**src/rtl/btn_debounce.sv**
```systemverilog
// btn_debounce: per-channel synchroniser and stability-count debouncer with press/release strobes.
// Optional press-event counter compiled in with BTN_DEBOUNCE_EVCNT_EN.
module btn_debounce #(
    parameter int N = 8,
    parameter int SYNC_STAGES = 2,
    parameter int DEBOUNCE_CYCLES = 1_228_800
) (
    input  logic         adc_clk_i,
    input  logic         adc_rst_i,
    input  logic [N-1:0] btn_i,
    output logic [N-1:0] btn_o,
    output logic [N-1:0] rise_o,
    output logic [N-1:0] fall_o,
    input  logic         evt_clr_i,
    output logic [15:0]  evt_cnt_o
);
    localparam int CW = $clog2(DEBOUNCE_CYCLES + 1);
    localparam logic [CW-1:0] LAST = CW'(DEBOUNCE_CYCLES - 1);

    logic [SYNC_STAGES-1:0][N-1:0] sync_q;
    logic [N-1:0] sync;

    assign sync = sync_q[SYNC_STAGES-1];

    always_ff @(posedge adc_clk_i or posedge adc_rst_i) begin
        if (adc_rst_i) sync_q <= '0;
        else sync_q <= {sync_q[SYNC_STAGES-2:0], btn_i};
    end

    for (genvar k = 0; k < N; k++) begin : g_ch
        logic [CW-1:0] cnt;
        logic lvl, r, f;
        assign btn_o[k]  = lvl;
        assign rise_o[k] = r;
        assign fall_o[k] = f;
        // any sample matching the accepted level restarts the stability count
        always_ff @(posedge adc_clk_i or posedge adc_rst_i) begin
            if (adc_rst_i) begin
                cnt <= '0;
                lvl <= 1'b0;
                r   <= 1'b0;
                f   <= 1'b0;
            end else begin
                r <= 1'b0;
                f <= 1'b0;
                if (sync[k] == lvl) cnt <= '0;
                else if (cnt == LAST) begin
                    cnt <= '0;
                    lvl <= sync[k];
                    r   <= sync[k];
                    f   <= ~sync[k];
                end else cnt <= cnt + 1'b1;
            end
        end
    end

`ifdef BTN_DEBOUNCE_EVCNT_EN
    logic [15:0] pop;
    always_comb begin
        pop = '0;
        for (int i = 0; i < N; i++) pop = pop + 16'(rise_o[i]);
    end
    always_ff @(posedge adc_clk_i or posedge adc_rst_i) begin
        if (adc_rst_i) evt_cnt_o <= '0;
        else evt_cnt_o <= evt_clr_i ? 16'h0000 : evt_cnt_o + pop;
    end
`else
    logic unused_clr;
    assign unused_clr = evt_clr_i;
    assign evt_cnt_o  = 16'h0000;
`endif
endmodule

```
**config.mk**
```make
export PLATFORM = sky130hd
export DESIGN_NAME = btn_debounce
export DESIGN_NICKNAME = d
export VERILOG_FILES = /design/src/rtl/btn_debounce.sv
export SDC_FILE = /design/constraint.sdc
export NUM_CORES = 1
export LEC_CHECK = 0
export CORE_MARGIN = 5
export CORE_UTILIZATION = 60
export DETAILED_ROUTE_END_ITERATION = 7
export GPL_ROUTABILITY_DRIVEN = 0
export HOLD_SLACK_MARGIN = 0.05
export PLACE_DENSITY = 0.8
export SLEW_MARGIN = 30
export SYNTH_ARGS = -nofsm -noshare
export SYNTH_HDL_FRONTEND = slang
export SYNTH_SLANG_ARGS = --single-unit
```
**constraint.sdc**
```tcl
create_clock -name adc_clk_i -period 8.05 [get_ports adc_clk_i]
set_input_delay 1.2075 -clock adc_clk_i [delete_from_list [all_inputs] [get_ports adc_clk_i]]
set_output_delay 1.2075 -clock adc_clk_i [all_outputs]
set_load 0.05 [all_outputs]
```
# --- Word level (Yosys, flattened, before mapping) ---
# Cells that the tools add are included.
op_classes:
  addsub: 8
  eq_ne: 16
  n_mux: 48
  bitwise_logic: 16
  reduce_logical: 8
ops:
  columns: ["operator", "count"]
  rows:
  - ["21-bit 2-to-1 mux", 16]
  - ["21-bit by 1-bit adder with 21-bit output (second input constant)", 8]
  - ["21-bit equality test (second input constant)", 8]
  - ["1-bit 2-to-1 mux", 32]
  - ["1-bit inverter", 16]
  - ["2-bit AND reduction", 8]
  - ["1-bit equality test", 8]
totals:
  ff_bits: 208
  out_inout_bits: 40

# --- Depth between registers and ports, before layout ---
# Gate-level depths: netlist of run 1.
depth:
  depth_word: 3
  depth_mapped: 8
  ltp_nobuf: 5

# --- Worst setup path after synthesis of run 1 ---
# No wires, ideal clock.
synth_path:
  path_kind: "register to register"
  startpoint: "reg g_ch[5].cnt[0]"
  endpoint: "reg g_ch[5].cnt[10]"
  setup_ns: 0.122
  arrival_ns: 1.871
  setup_slack_ns: 6.057
  path_stages_with_launch: 8
  cell_sequence: "dfrtp_1 ha_1 inv_1 or4_1 buf_2 o21ai_2 buf_2 nor2_1"
synth_via:
  elab_chain_len: 3
  elab_cells_between_ends: 4
  classes_between: "add/sub (1); eq/ne (1); mux (2)"
synth_lines:
  columns: ["element", "line", "source"]
  rows:
  - ["start, declared", "31", "logic [CW-1:0] cnt;"]
  - ["start signal, assigned", "52", "end else cnt <= cnt + 1'b1;"]
  - ["21-bit by 1-bit adder with 21-bit output or 21-bit equality test (tied branches)", "52, 47", null]
  - ["21-bit 2-to-1 mux *", "47", "else if (cnt == LAST) begin"]
  - ["21-bit 2-to-1 mux *", "46", "if (sync[k] == lvl) cnt <= '0;"]
# Mark *: on every way between the ends. The rest lies on a longest branch, timed or not.
# A chain may end at the register's enable or synchronous reset.

# --- Final worst setup path of run 1 ---
layout_path:
  startpoint: "reg g_ch[2].lvl"
  endpoint: "out btn_o[2]"
layout_rtl:
  columns: ["element", "line", "source"]
  rows:
  - ["start, declared", "32", "logic lvl, r, f;"]
  - ["start signal, assigned", "49", "lvl <= sync[k];"]
  - ["end, declared", "11", "output logic [N-1:0] btn_o,"]
# No word-level cell between the ends.

==> impl_metrics.json, run 1 <==
{
  "slew_violations": 0,
  "leakage_nw": 4.449,
  "p_per_area_mw_per_mm2": 196.9,
  "critPathCaptureType": "primary output",
  "fin_setup_tns_ns": 0,
  "cts-resized-gates": 0,
  "ys_ff_latch": 208,
  "syn_inst": 1004,
  "grt_max_degree": 127,
  "drc_errors": 0,
  "rr_startpoint": "g_ch[5].cnt[0]",
  "wirelength_mm": 17.64,
  "setup_viol": 0,
  "holdCritPathClass": "reg -> reg",
  "cts.path.max_buffers": 3,
  "htree_levels": 1,
  "rows": 47,
  "path_depth": 1,
  "io_buffers": 33,
  "cts_setup_buffers": 0,
  "max_stage_delay_ns": 0.84,
  "core_mm2": 0.01652,
  "fmax_ghz": 0.3346,
  "finalHoldViolations": 0,
  "crit_buf_inv": 1,
  "path_cells": "clkdlybuf4s50_1",
  "holdWs_ns": 0.3459,
  "wl_per_cell_um": 14.10,
  "worst-slew-pin-transition_ns": 0.8134,
  "area_delta_synth_final_pct": 10.47,
  "vias_per_cell": 5.654,
  "final_cells": 1251,
  "finalNetCount": 1037,
  "rr_worst_depth": 5,
  "cp_max_fo": 6,
  "synth_async_sr_flop_share_pct": 100.0,
  "detail-route-antenna-nets": 0,
  "ys_warn_count": 0,
  "cts_sinks": 208,
  "insertion_delay_ns": 0.50,
  "reg2reg_slack_ns": 5.66,
  "required_ns": 6.84,
  "syn_area_per_cell_um2": 9.995,
  "finalCritPeriodShare_pct": 37.13,
  "track_usage_pct": 18.52,
  "synth-edff-count": 0,
  "cts_hold_buf": 0,
  "io_pins": 51,
  "seq_area_frac_synth_pct": 51.87,
  "critPathKind": "reg -> out",
  "rsz0062_at_grt": "no",
  "drt_pass1_iterations": 4,
  "fp.dieW_um": 139.3,
  "cts_root_buffer": "clkbuf_16",
  "hpwlAfterDp_mm": 11.57,
  "drt_iter0_drc": 401,
  "skew_ns": 0.007874,
  "slowest_stage": "clkdlybuf4s50_1",
  "critPathCapture": "btn_o[2]",
  "die_h_um": 139.3,
  "grt_pass1_vias": 6897,
  "yosysUniqueCellTypes": 50,
  "synth_area_mm2": 0.01003,
  "overflow": 0,
  "cts_made_buffers": 23,
  "grt_pass1_wl_mm": 31.49,
  "grt_antenna_before_repair": 0,
  "drive_above_1_share_pct": 6.402,
  "dpl_cell_area_mm2": 0.01033,
  "slew_headroom_pct": 45.78,
  "drv_cap": 0,
  "final_area_mm2": 0.01109,
  "worst_r2r_endpoint": "g_ch[5].cnt[4]",
  "mostFrequentLayoutCells": "dfrtp_1 (208), nor2_1 (126), xnor2_1 (70)",
  "vias": 7073,
  "dpl.cell_count": 1213,
  "crit_start": "g_ch[2].lvl",
  "antenna_cells": 0,
  "clk_pin_slew_ns": 0.06,
  "crit_arrival_ns": 1.78,
  "ir_drop_v": 0.0001581,
  "die-area_mm2": 0.01941,
  "crit_path_start_kind": "register",
  "period_needed_ns": 2.989,
  "tritoncts": "yes",
  "start_util_pct": 60.73,
  "status": "completed",
  "layout.cells.most_common": "dfrtp_1",
  "synth_flop_cell": "dfrtp_1",
  "critPathTopFamily": "buffers and inverters"
}
registers in the layout, summed over array words and instances, names as in the netlist:
register and count:
g_ch.r 8, g_ch.f 8, g_ch.cnt 168, g_ch.lvl 8, sync 8, sync_q 8
cell families (layout without fill, tap and decap cells):
| group | count (synthesis) | in the layout | share of synthesized area [%] |
|---|---|---|---|
| other cells | 1 | 16 | 0.03737 |
| buf+inv | 87 | 99 | 4.900 |
| flops | 208 | 208 | 51.87 |
| compound gates | 116 | 116 | 6.496 |
| fa+ha+maj | 8 | 8 | 0.9975 |
| mux | 10 | 10 | 1.097 |
| xor+xnor | 108 | 108 | 9.426 |
| simple gates | 466 | 466 | 25.17 |
routing by layer:
layer  GRT usage [%]  vias to the layer above  share of wire (%)
li1                -                     3535                  -
met1           25.51                     3406                 47
met2           30.87                       99                 48
met3           2.779                       33                2.9
met4           5.201                        0                2.6
met5               0                        -                  0
per-stage QoR:
step                total power [mW]  utilization [%]  setup WS [ns]
global route                   2.273            67.09          5.007
finish                         2.183            67.09          5.061
global placement               1.169            62.50          4.581
floorplan                      1.156                -          1.162
CTS                            2.218            67.09          5.040
detailed placement             1.170            62.53          4.920
cells in the mapped netlist (all sizes together) (2+ instances only):
| master | number | area share (%) |
|---|---|---|
| nand4bb | 2 | 0.22 |
| a31o | 4 | 0.35 |
| nor4b | 3 | 0.26 |
| clkbuf | 10 | 0.37 |
| o31ai | 6 | 0.50 |
| a211oi | 2 | 0.15 |
| xor2 | 38 | 3.3 |
| and2 | 4 | 0.25 |
| buf | 52 | 3.6 |
| nand2 | 50 | 1.9 |
| and4 | 14 | 1.2 |
| nor4 | 24 | 1.5 |
| or4b | 2 | 0.20 |
| mux2 | 8 | 0.90 |
| nand4b | 8 | 0.70 |
| nand3 | 60 | 3.0 |
| o21ai | 45 | 2.3 |
| and3 | 21 | 1.3 |
| inv | 25 | 0.94 |
| nor3b | 17 | 1.3 |
| ha | 8 | 1.0 |
| a21oi | 52 | 2.6 |
| or4 | 17 | 1.3 |
| dfrtp | 208 | 52 |
| mux2i | 2 | 0.20 |
| or3 | 38 | 2.4 |
| or2 | 5 | 0.31 |
| nor3 | 27 | 1.3 |
| xnor2 | 70 | 6.1 |
| a21o | 3 | 0.22 |
| nand4 | 45 | 3.1 |
| nor2 | 126 | 4.7 |
where the power goes:
group	switching (mW)	internal [mW]	total (mW)
logic	0.0591	0.0179	0.0770
clock network	0.396	0.636	1.03
registers	0.0137	1.06	1.07
total	0.469	1.71	2.18
worst min-delay path by stage:
stage	from	end	slack [ns]	cells after the start
2_1_floorplan	sync_q[0]	sync[0]	0.33	0
3_3_place_gp	sync_q[2]	sync[2]	0.33	0
3_5_place_dp	sync_q[1]	sync[1]	0.34	0
4_1_cts	sync_q[1]	sync[1]	0.35	0
5_1_grt	sync_q[1]	sync[1]	0.37	0
6_report	sync_q[0]	sync[0]	0.35	0
layout make-up:
cell class | instances | area, µm²
repair buffers | 36 | 356.6
clock buffers | 27 | 610.6
fillers | 1238 | 5439
inverters | 25 | 101.3
clock inverters | 11 | 142.6
well taps | 220 | 275.3
flip-flops and latches | 208 | 5205
multi-input cells | 724 | 4394
Note: power is estimated with default switching activity, not from simulation.
==> inputs of run 2 (changes only) <==
==> constraint.sdc (replaced) <==
create_clock -name adc_clk_i -period 2.9 [get_ports adc_clk_i]
set_input_delay 0.435 -clock adc_clk_i [delete_from_list [all_inputs] [get_ports adc_clk_i]]
set_output_delay 0.435 -clock adc_clk_i [all_outputs]
set_load 0.05 [all_outputs]
==> impl_metrics.json, run 2 (synthesized netlist as in run 1, its figures left out) <==
{
  "grt_pass1_vias": 6999,
  "skew_ns": 0.006242,
  "worst-slew-pin-transition_ns": 0.6659,
  "regMostFlops": "g_ch.cnt",
  "crit_path_start_kind": "register",
  "detail-route-antenna-nets": 0,
  "finalCritPeriodShare_pct": 78.63,
  "largest_reg_flops": 168,
  "critPathKind": "reg -> reg",
  "slew_headroom_pct": 55.20,
  "layout.cells.most_common": "dfrtp_1",
  "htree_levels": 1,
  "track_usage_pct": 18.84,
  "wl_per_cell_um": 14.27,
  "slew_violations": 0,
  "drive_above_1_share_pct": 6.647,
  "required_ns": 3.26,
  "overflow": 0,
  "rows": 47,
  "hpwlAfterDp_mm": 11.88,
  "grt_antenna_before_repair": 0,
  "status": "completed",
  "crit_arrival_ns": 2.64,
  "vias_per_cell": 5.778,
  "fp.dieW_um": 139.3,
  "finalHoldViolations": 0,
  "cts_root_buffer": "clkbuf_16",
  "cts_sinks": 208,
  "cts_setup_buffers": 0,
  "drc_errors": 0,
  "fin_setup_tns_ns": 0,
  "dpl.cell_count": 1219,
  "holdWs_ns": 0.2405,
  "setup_viol": 0,
  "cts_hold_buf": 0,
  "mostFrequentLayoutCells": "dfrtp_1 (208), nor2_1 (126), xnor2_1 (70)",
  "antenna_cells": 0,
  "drv_cap": 0,
  "rsz0062_at_grt": "no",
  "tritoncts": "yes",
  "vias": 7269,
  "io_pins": 51,
  "ir_drop_v": 0.0004412,
  "cts_made_buffers": 23,
  "core_mm2": 0.01652,
  "fmax_ghz": 0.4386,
  "p_per_area_mw_per_mm2": 536.4,
  "insertion_delay_ns": 0.50,
  "clk_pin_slew_ns": 0.06,
  "nFillCells": 1269,
  "area_delta_synth_final_pct": 10.74,
  "die_h_um": 139.3,
  "total_power_mw": 5.960,
  "grt_max_degree": 94,
  "grt_pass1_wl_mm": 32.01,
  "start_util_pct": 60.73,
  "io_buffers": 33,
  "period_needed_ns": 2.280,
  "wirelength_mm": 17.95,
  "rr_worst_depth": 5,
  "cts-resized-gates": 0,
  "drt_pass1_iterations": 5,
  "cts.path.max_buffers": 3,
  "final_cells": 1258,
  "drt_iter0_drc": 465,
  "leakage_nw": 4.469,
  "finalNetCount": 1043,
  "die-area_mm2": 0.01941,
  "holdCritPathClass": "in -> async",
  "critPathCaptureType": "register",
  "cp_max_fo": 19
}
[run 2: changes by cell type in the layout (fill, tap and decap cells not counted)]
cell	before	now
buf_12	0	2
buf_4	2	7
buf_6	1	0
bufinv_16	3	1
clkbuf_1	2	6
clkbuf_8	2	5
clkinv_4	2	0
clkinvlp_4	2	1
inv_8	1	0
[run 2: path summary, 6_finish.rpt]
path	startpoint	end	slack [ns]
hold reg to reg	sync_q[6]	sync[6]	0.35
setup reg to reg	g_ch[3].cnt[0]	g_ch[3].cnt[5]	0.62
min in group adc_clk_i	sync_q[6]	sync[6]	0.35
hold / removal	adc_rst_i	g_ch[1].cnt[6]	0.24
max in group asynchronous	adc_rst_i	g_ch[3].cnt[19]	1.91
setup / recovery	g_ch[3].cnt[0]	g_ch[3].cnt[5]	0.62
[run 2: area by class of cell]
cell class	instances	area, µm²	share of cell area (%)
clock buffers	34	666.9	6.002
clock inverters	5	50.05	0.4504
inverters	25	97.59	0.8783
multi-input cells	724	4394	39.55
flip-flops and latches	208	5205	46.84
well taps	220	275.3	2.477
repair buffers	42	422.9	3.806
[run 2: routing by layer]
metal	wire length [µm]	part of all wire [%]	GRT usage, %
met5	0	0	0
met2	8572	48	30.79
met4	490	2.7	5.407
met1	8235	46	26.30
met3	651	3.6	3.122
[run 2: per-stage QoR]
stage | instance area (µm²) | utilization [%] | worst slack, ns
5_1_grt | 11110 | 67.24 | 0.4717
3_3_place_gp | 10400 | 62.91 | 0.7165
4_1_cts | 11110 | 67.24 | 0.6449
2_1_floorplan | 10090 | - | -0.2352
3_5_place_dp | 10400 | 62.91 | 0.6575
6_report | 11110 | 67.24 | 0.6198
[run 2: where the power goes]
group / leakage, nW / total, mW / internal (mW) / switching [mW]
logic: 1.26 / 0.223 / 0.0578 / 0.165
clock network: 0.356 / 2.76 / 1.67 / 1.09
registers: 2.85 / 2.98 / 2.94 / 0.0379
total: 4.47 / 5.96 / 4.67 / 1.29
[run 2: critical path: stages (launching register included)]
cell     delay (ns)
dfrtp_1        0.38
ha_1           0.29
nand4_1        0.22
nor4_1         0.65
a21bo_2        0.51
nor2_1         0.11
